**src/rtl/friscv_dpram.sv**
```systemverilog
// rtl/friscv_dpram.sv - dual-port RAM, write on both ports, async or registered read
module friscv_dpram #(
    parameter int ADDR_WIDTH = 8,
    parameter int DATA_WIDTH = 8,
    parameter int FFD_EN     = 0,
    parameter int INIT       = 0
) (
    input  logic                  aclk,
    input  logic                  p1_wren,
    input  logic [ADDR_WIDTH-1:0] p1_addr,
    input  logic [DATA_WIDTH-1:0] p1_data_in,
    output logic [DATA_WIDTH-1:0] p1_data_out,
    input  logic                  p2_wren,
    input  logic [ADDR_WIDTH-1:0] p2_addr,
    input  logic [DATA_WIDTH-1:0] p2_data_in,
    output logic [DATA_WIDTH-1:0] p2_data_out
);

    logic [DATA_WIDTH-1:0] mem [0:(2**ADDR_WIDTH)-1];

    // Contents are never preloaded; INIT is kept so callers can pass it.
    logic unused_init;
    assign unused_init = (INIT != 0);

    // Same-address double write: port 2 wins.
    always_ff @(posedge aclk) begin
        if (p1_wren) begin
            mem[p1_addr] <= p1_data_in;
        end
        if (p2_wren) begin
            mem[p2_addr] <= p2_data_in;
        end
    end

    generate
        if (FFD_EN != 0) begin : g_ffd_read
            always_ff @(posedge aclk) begin
                p1_data_out <= mem[p1_addr];
                p2_data_out <= mem[p2_addr];
            end
        end else begin : g_async_read
            assign p1_data_out = mem[p1_addr];
            assign p2_data_out = mem[p2_addr];
        end
    endgenerate

endmodule

```
**src/rtl/friscv_scfifo.sv**
```systemverilog
// rtl/friscv_scfifo.sv - single-clock valid/ready FIFO over friscv_dpram
module friscv_scfifo #(
    parameter int ADDR_WIDTH    = 8,
    parameter int DATA_WIDTH    = 8,
    parameter int AFULL_THRESH  = 2**ADDR_WIDTH-1,
    parameter int AEMPTY_THRESH = 1
) (
    input  logic                  aclk,
    input  logic                  aresetn,
    input  logic                  flush,
    input  logic                  in_valid,
    output logic                  in_ready,
    input  logic [DATA_WIDTH-1:0] in_data,
    output logic                  out_valid,
    input  logic                  out_ready,
    output logic [DATA_WIDTH-1:0] out_data,
    output logic [ADDR_WIDTH:0]   count,
    output logic                  full,
    output logic                  empty,
    output logic                  afull,
    output logic                  aempty
);

    localparam int DEPTH = 2**ADDR_WIDTH;
    localparam logic [ADDR_WIDTH:0] DEPTH_W = (ADDR_WIDTH+1)'(DEPTH);

    logic [ADDR_WIDTH:0]   wr_ptr;
    logic [ADDR_WIDTH:0]   rd_ptr;
    logic                  push;
    logic                  pop;
    logic [DATA_WIDTH-1:0] unused_p1_data;

    assign push = in_valid & in_ready;
    assign pop  = out_valid & out_ready;

    // Wrap bit keeps full and empty distinct when the indexes coincide.
    assign empty = (wr_ptr == rd_ptr);
    assign full  = (wr_ptr[ADDR_WIDTH-1:0] == rd_ptr[ADDR_WIDTH-1:0]) &&
                   (wr_ptr[ADDR_WIDTH] != rd_ptr[ADDR_WIDTH]);
    assign count = wr_ptr - rd_ptr;

    assign in_ready  = ~full;
    assign out_valid = ~empty;
    assign afull     = (int'(count) >= AFULL_THRESH) || (count == DEPTH_W && AFULL_THRESH > DEPTH);
    assign aempty    = (int'(count) <= AEMPTY_THRESH);

    always_ff @(posedge aclk or negedge aresetn) begin
        if (!aresetn) begin
            wr_ptr <= '0;
            rd_ptr <= '0;
        end else if (flush) begin
            wr_ptr <= '0;
            rd_ptr <= '0;
        end else begin
            if (push) begin
                wr_ptr <= wr_ptr + 1'b1;
            end
            if (pop) begin
                rd_ptr <= rd_ptr + 1'b1;
            end
        end
    end

    friscv_dpram #(
        .ADDR_WIDTH (ADDR_WIDTH),
        .DATA_WIDTH (DATA_WIDTH),
        .FFD_EN     (0),
        .INIT       (0)
    ) u_ram (
        .aclk        (aclk),
        .p1_wren     (push),
        .p1_addr     (wr_ptr[ADDR_WIDTH-1:0]),
        .p1_data_in  (in_data),
        .p1_data_out (unused_p1_data),
        .p2_wren     (1'b0),
        .p2_addr     (rd_ptr[ADDR_WIDTH-1:0]),
        .p2_data_in  ({DATA_WIDTH{1'b0}}),
        .p2_data_out (out_data)
    );

endmodule

```
**config.mk**
```make
export PLATFORM = sky130hd
export DESIGN_NAME = friscv_scfifo
export DESIGN_NICKNAME = d
export VERILOG_FILES = /design/src/rtl/friscv_dpram.sv /design/src/rtl/friscv_scfifo.sv
export SDC_FILE = /design/constraint.sdc
export NUM_CORES = 2
export LEC_CHECK = 0
export BUFFER_PORTS_ARGS = -buffer_cell sky130_fd_sc_hd__buf_2
export CORE_MARGIN = 8
export CORE_UTILIZATION = 35
export DETAILED_ROUTE_END_ITERATION = 10
export GPL_TIMING_DRIVEN = 0
export PLACE_DENSITY_LB_ADDON = 0.15
export SYNTH_ARGS = -nofsm -noshare
export SYNTH_HDL_FRONTEND = slang
export SYNTH_SLANG_ARGS = --single-unit
export TNS_END_PERCENT = 1
```
**constraint.sdc**
```tcl
create_clock -name aclk -period 6.8 [get_ports aclk]
set_input_delay 0.34 -clock aclk [delete_from_list [all_inputs] [get_ports aclk]]
set_output_delay 0.34 -clock aclk [all_outputs]
set_load 0.03 [all_outputs]
```
==> impl_metrics.toml <==
[run_status]
status = "complete, but fails checks"
violations = "capacitance limit, slew limit, setup timing"

[timing]
timing.slew.headroom = -0.125
worstMarginPinSlew_ps = 1690
rsz0062_at_grt = "true"
finClkSkew_ps = 34.3
setup_ws_ps = -472
setup_viol = 1206
post-route-min-period_ps = 7270
fmax_ghz = 0.138
hold_violations = 0
slew_viol_final = 74
post-route-period-util = 1.07

[setup_path]
crit_slowest_cell = "nor2_1"
cp-start-kind = "flop"
rr_startpoint = "rd_ptr[4]$_DFFE_PN0P_"
critPathMaxStageDelay_ps = 1350
arrival_ps = 6930
critPathTopFamily = "simple AND/OR/NAND/NOR gates"
r2r_end = "u_ram.mem[12][3]$_DFFE_PP_"
path_common_cell = "clkbuf_1"
r2r_cells = 13
crit_fanout = 10
setup.worst_path.class = "reg -> out"
cp.depth = 9
end_kind = "output pin"
critPathRequiredTime_ps = 6460
critPathLaunch = "rd_ptr[4]$_DFFE_PN0P_"
critPathBufInv = 3
worstPathCellList = "clkbuf_1 > nor2_1 > clkbuf_1 > nand3_1 > nand2_1 > nor4_1 > a311oi_1 > a21oi_1 > buf_2"
crit_end = "out_data[4]"
r2r_setup_slack_ps = -450

[grt]
global_route.overflow_total = 0
track_usage = 0.280
grt_pass1_wl_mm = 447
grt_pass1_vias = 43495
antenna_found_initial = 30
grt_max_degree = 137

[clock_network]
clkTransAtPathRegs_ps = 60
cts_buffer_depth = 3
cts_tree = "built"
cts_max_level = 4
worstSkewPairLatency_ps = 860
cts.sinks = 2066
cts_root_buf = "clkbuf_16"
numCtsBuffers = 219

[synth]
syn-num-nets = 3853
postSynthCellCount = 3826
synth_edf_count = 2048
yosysSeqAreaShare = 0.770
yosysWarnings = 0
syn_area_mm2 = 0.0805
ys_types = 66
syn_area_per_cell_um2 = 21.0
yosys_most_used_dff = "edfxtp_1"
ys_ff_latch = 2066
synthArstFlopShare = 0.00871

[floorplan]
die_w_um = 496
start_util = 0.351
die_area_mm2 = 0.246
core_mm2 = 0.229
ios = 36
fp-row-count = 176
die_height_um = 496

[power]
power_density_mw_per_mm2 = 329
power_leakage_nw = 28.4
ir_drop_uv = 237

[place]
place_hpwl_mm = 226
gp_congestion = 0.973
place_ws_ps = -1110
port_buffers = 34
place_area_mm2 = 0.0856

[detailed_routing]
drt_iter0_drc = 8489
vias_per_cell = 6.28
drt-pass1-iter-count = 7
final_antenna_net_count = 0
route.detailed.drc = 0
drt-total-wl_mm = 351
wire_per_inst_um = 47.6
dr_total_vias = 46226

[layout]
fin_area_mm2 = 0.0928
nets = 4163
layout-drive-gt1-share = 0.260
utilization = 0.405
nFillCells = 20235
area_growth_pct = 15.3

[hold_path]
hold_class = "in -> reg"

[flow_run]
cap_violations = 8
## stage by stage
stage	setup TNS, ps	std cells	power (mW)	hold WS, ps
detailed placement	-888440	6931	19.0	329
floorplan	0	3826	16.5	44.4
finish	-213260	7361	30.5	26.4
CTS	-492	7345	30.5	9.69
global placement	-2131200	6886	19.0	323
global route	-30360	7349	31.0	43.4
## sequential cells by signal, indices dropped and copies added (netlist names)
register,count
rd_ptr,9
wr_ptr,9
u_ram.mem,2048
## power breakdown
| group | leakage, nW | total [mW] | internal, mW | switching (mW) |
|---|---|---|---|---|
| Combinational | 6.37 | 4.79 | 1.51 | 3.28 |
| Sequential | 18.7 | 14.0 | 14.0 | 0.00878 |
| Clock | 3.34 | 11.7 | 6.54 | 5.16 |
## synthesized netlist by cell type, drive strengths merged (33+ instances only)
cell    instances  area [um^2]
edfxtp       2048        61500
o21ai          37          185
nor2          311         1170
mux2i         132         1320
a221oi         33          302
buf           113          823
nand2         100          375
a21oi          48          240
clkbuf        115          439
nand3          35          175
a22oi          84          631
mux4          479        10800
## cell families after synthesis
kind of cell | after synthesis | synth area share
compound gates | 345 | 0.0311
fa+ha+maj | 14 | 0.00227
flops | 2066 | 0.770
simple gates | 518 | 0.0267
xor+xnor | 22 | 0.00239
buf+inv | 244 | 0.0164
mux | 617 | 0.151
## routing by layer
metal  GRT usage  vias up  part of all wire
met5           0        -           0.00013
met4       0.144        6             0.061
met3      0.0899      752              0.12
met2       0.412     3379              0.44
met1       0.371    25432              0.39
li1            -    16657                 -
## cell usage in the layout, fill, tap and decap left out, types with 12 or more instances in the layout
| cell type | synthesis | layout |
|---|---|---|
| bufinv_16 | 0 | 15 |
| buf_2 | 37 | 67 |
| dfrtp_1 | 18 | 18 |
| edfxtp_1 | 2048 | 2048 |
| clkbuf_16 | 0 | 223 |
| clkinv_1 | 3 | 61 |
| buf_6 | 33 | 36 |
| buf_16 | 0 | 20 |
| buf_4 | 25 | 38 |
| buf_12 | 0 | 18 |
| ha_1 | 13 | 13 |
| clkbuf_2 | 0 | 67 |
| o21ai_0 | 26 | 26 |
| a22o_1 | 26 | 26 |
| nor3_1 | 22 | 20 |
| a22oi_1 | 84 | 83 |
| mux2i_1 | 132 | 132 |
| mux4_2 | 479 | 479 |
| a221oi_1 | 31 | 31 |
| nand2_1 | 100 | 100 |
| diode_2 | 0 | 15 |
| nor2_1 | 311 | 250 |
| a211oi_1 | 12 | 12 |
| a21oi_1 | 48 | 47 |
| xnor2_1 | 15 | 15 |
| clkinv_2 | 0 | 44 |
| o22ai_1 | 20 | 20 |
| nand3_1 | 35 | 33 |
| nor2_2 | 0 | 61 |
| clkbuf_1 | 113 | 94 |
## what timing repair did
action / 4_1_cts / 5_1_grt
buffers inserted: 0 / 0
gates resized for setup: 54 / 39
hold buffers: 9 / 0
hold endpoints to repair: 285 / 0
setup endpoints to repair: 1876 / 553
## worst min-delay path by stage
stage                     slack [ps]                          to  depth (start not counted)  startpoint
after floorplan                   40       rd_ptr[0]$_DFFE_PN0P_                          0     aresetn
after global placement           320       rd_ptr[8]$_DFFE_PN0P_                          1     aresetn
after detailed placement         330       rd_ptr[8]$_DFFE_PN0P_                          1     aresetn
after CTS                         10       rd_ptr[1]$_DFFE_PN0P_                          4   out_ready
after global routing              40       rd_ptr[0]$_DFFE_PN0P_                          4   out_ready
final                             30  u_ram.mem[89][1]$_DFFE_PP_                          1  in_data[1]
## area by class of cell
class / instances / area (um^2) / area share
Timing Repair Buffer: 89 / 1330 / 0.0143
Inverter: 16 / 61.3 / 0.000661
Antenna cell: 15 / 37.5 / 0.000404
Sequential cell: 2066 / 61900 / 0.668
Buffer: 228 / 1410 / 0.0151
Clock buffer: 273 / 5770 / 0.0622
Clock inverter: 132 / 1030 / 0.0111
Multi-Input combinational cell: 1516 / 17400 / 0.188
Tap cell: 3026 / 3790 / 0.0408
No activity file was read; power rests on OpenSTA's default activity.
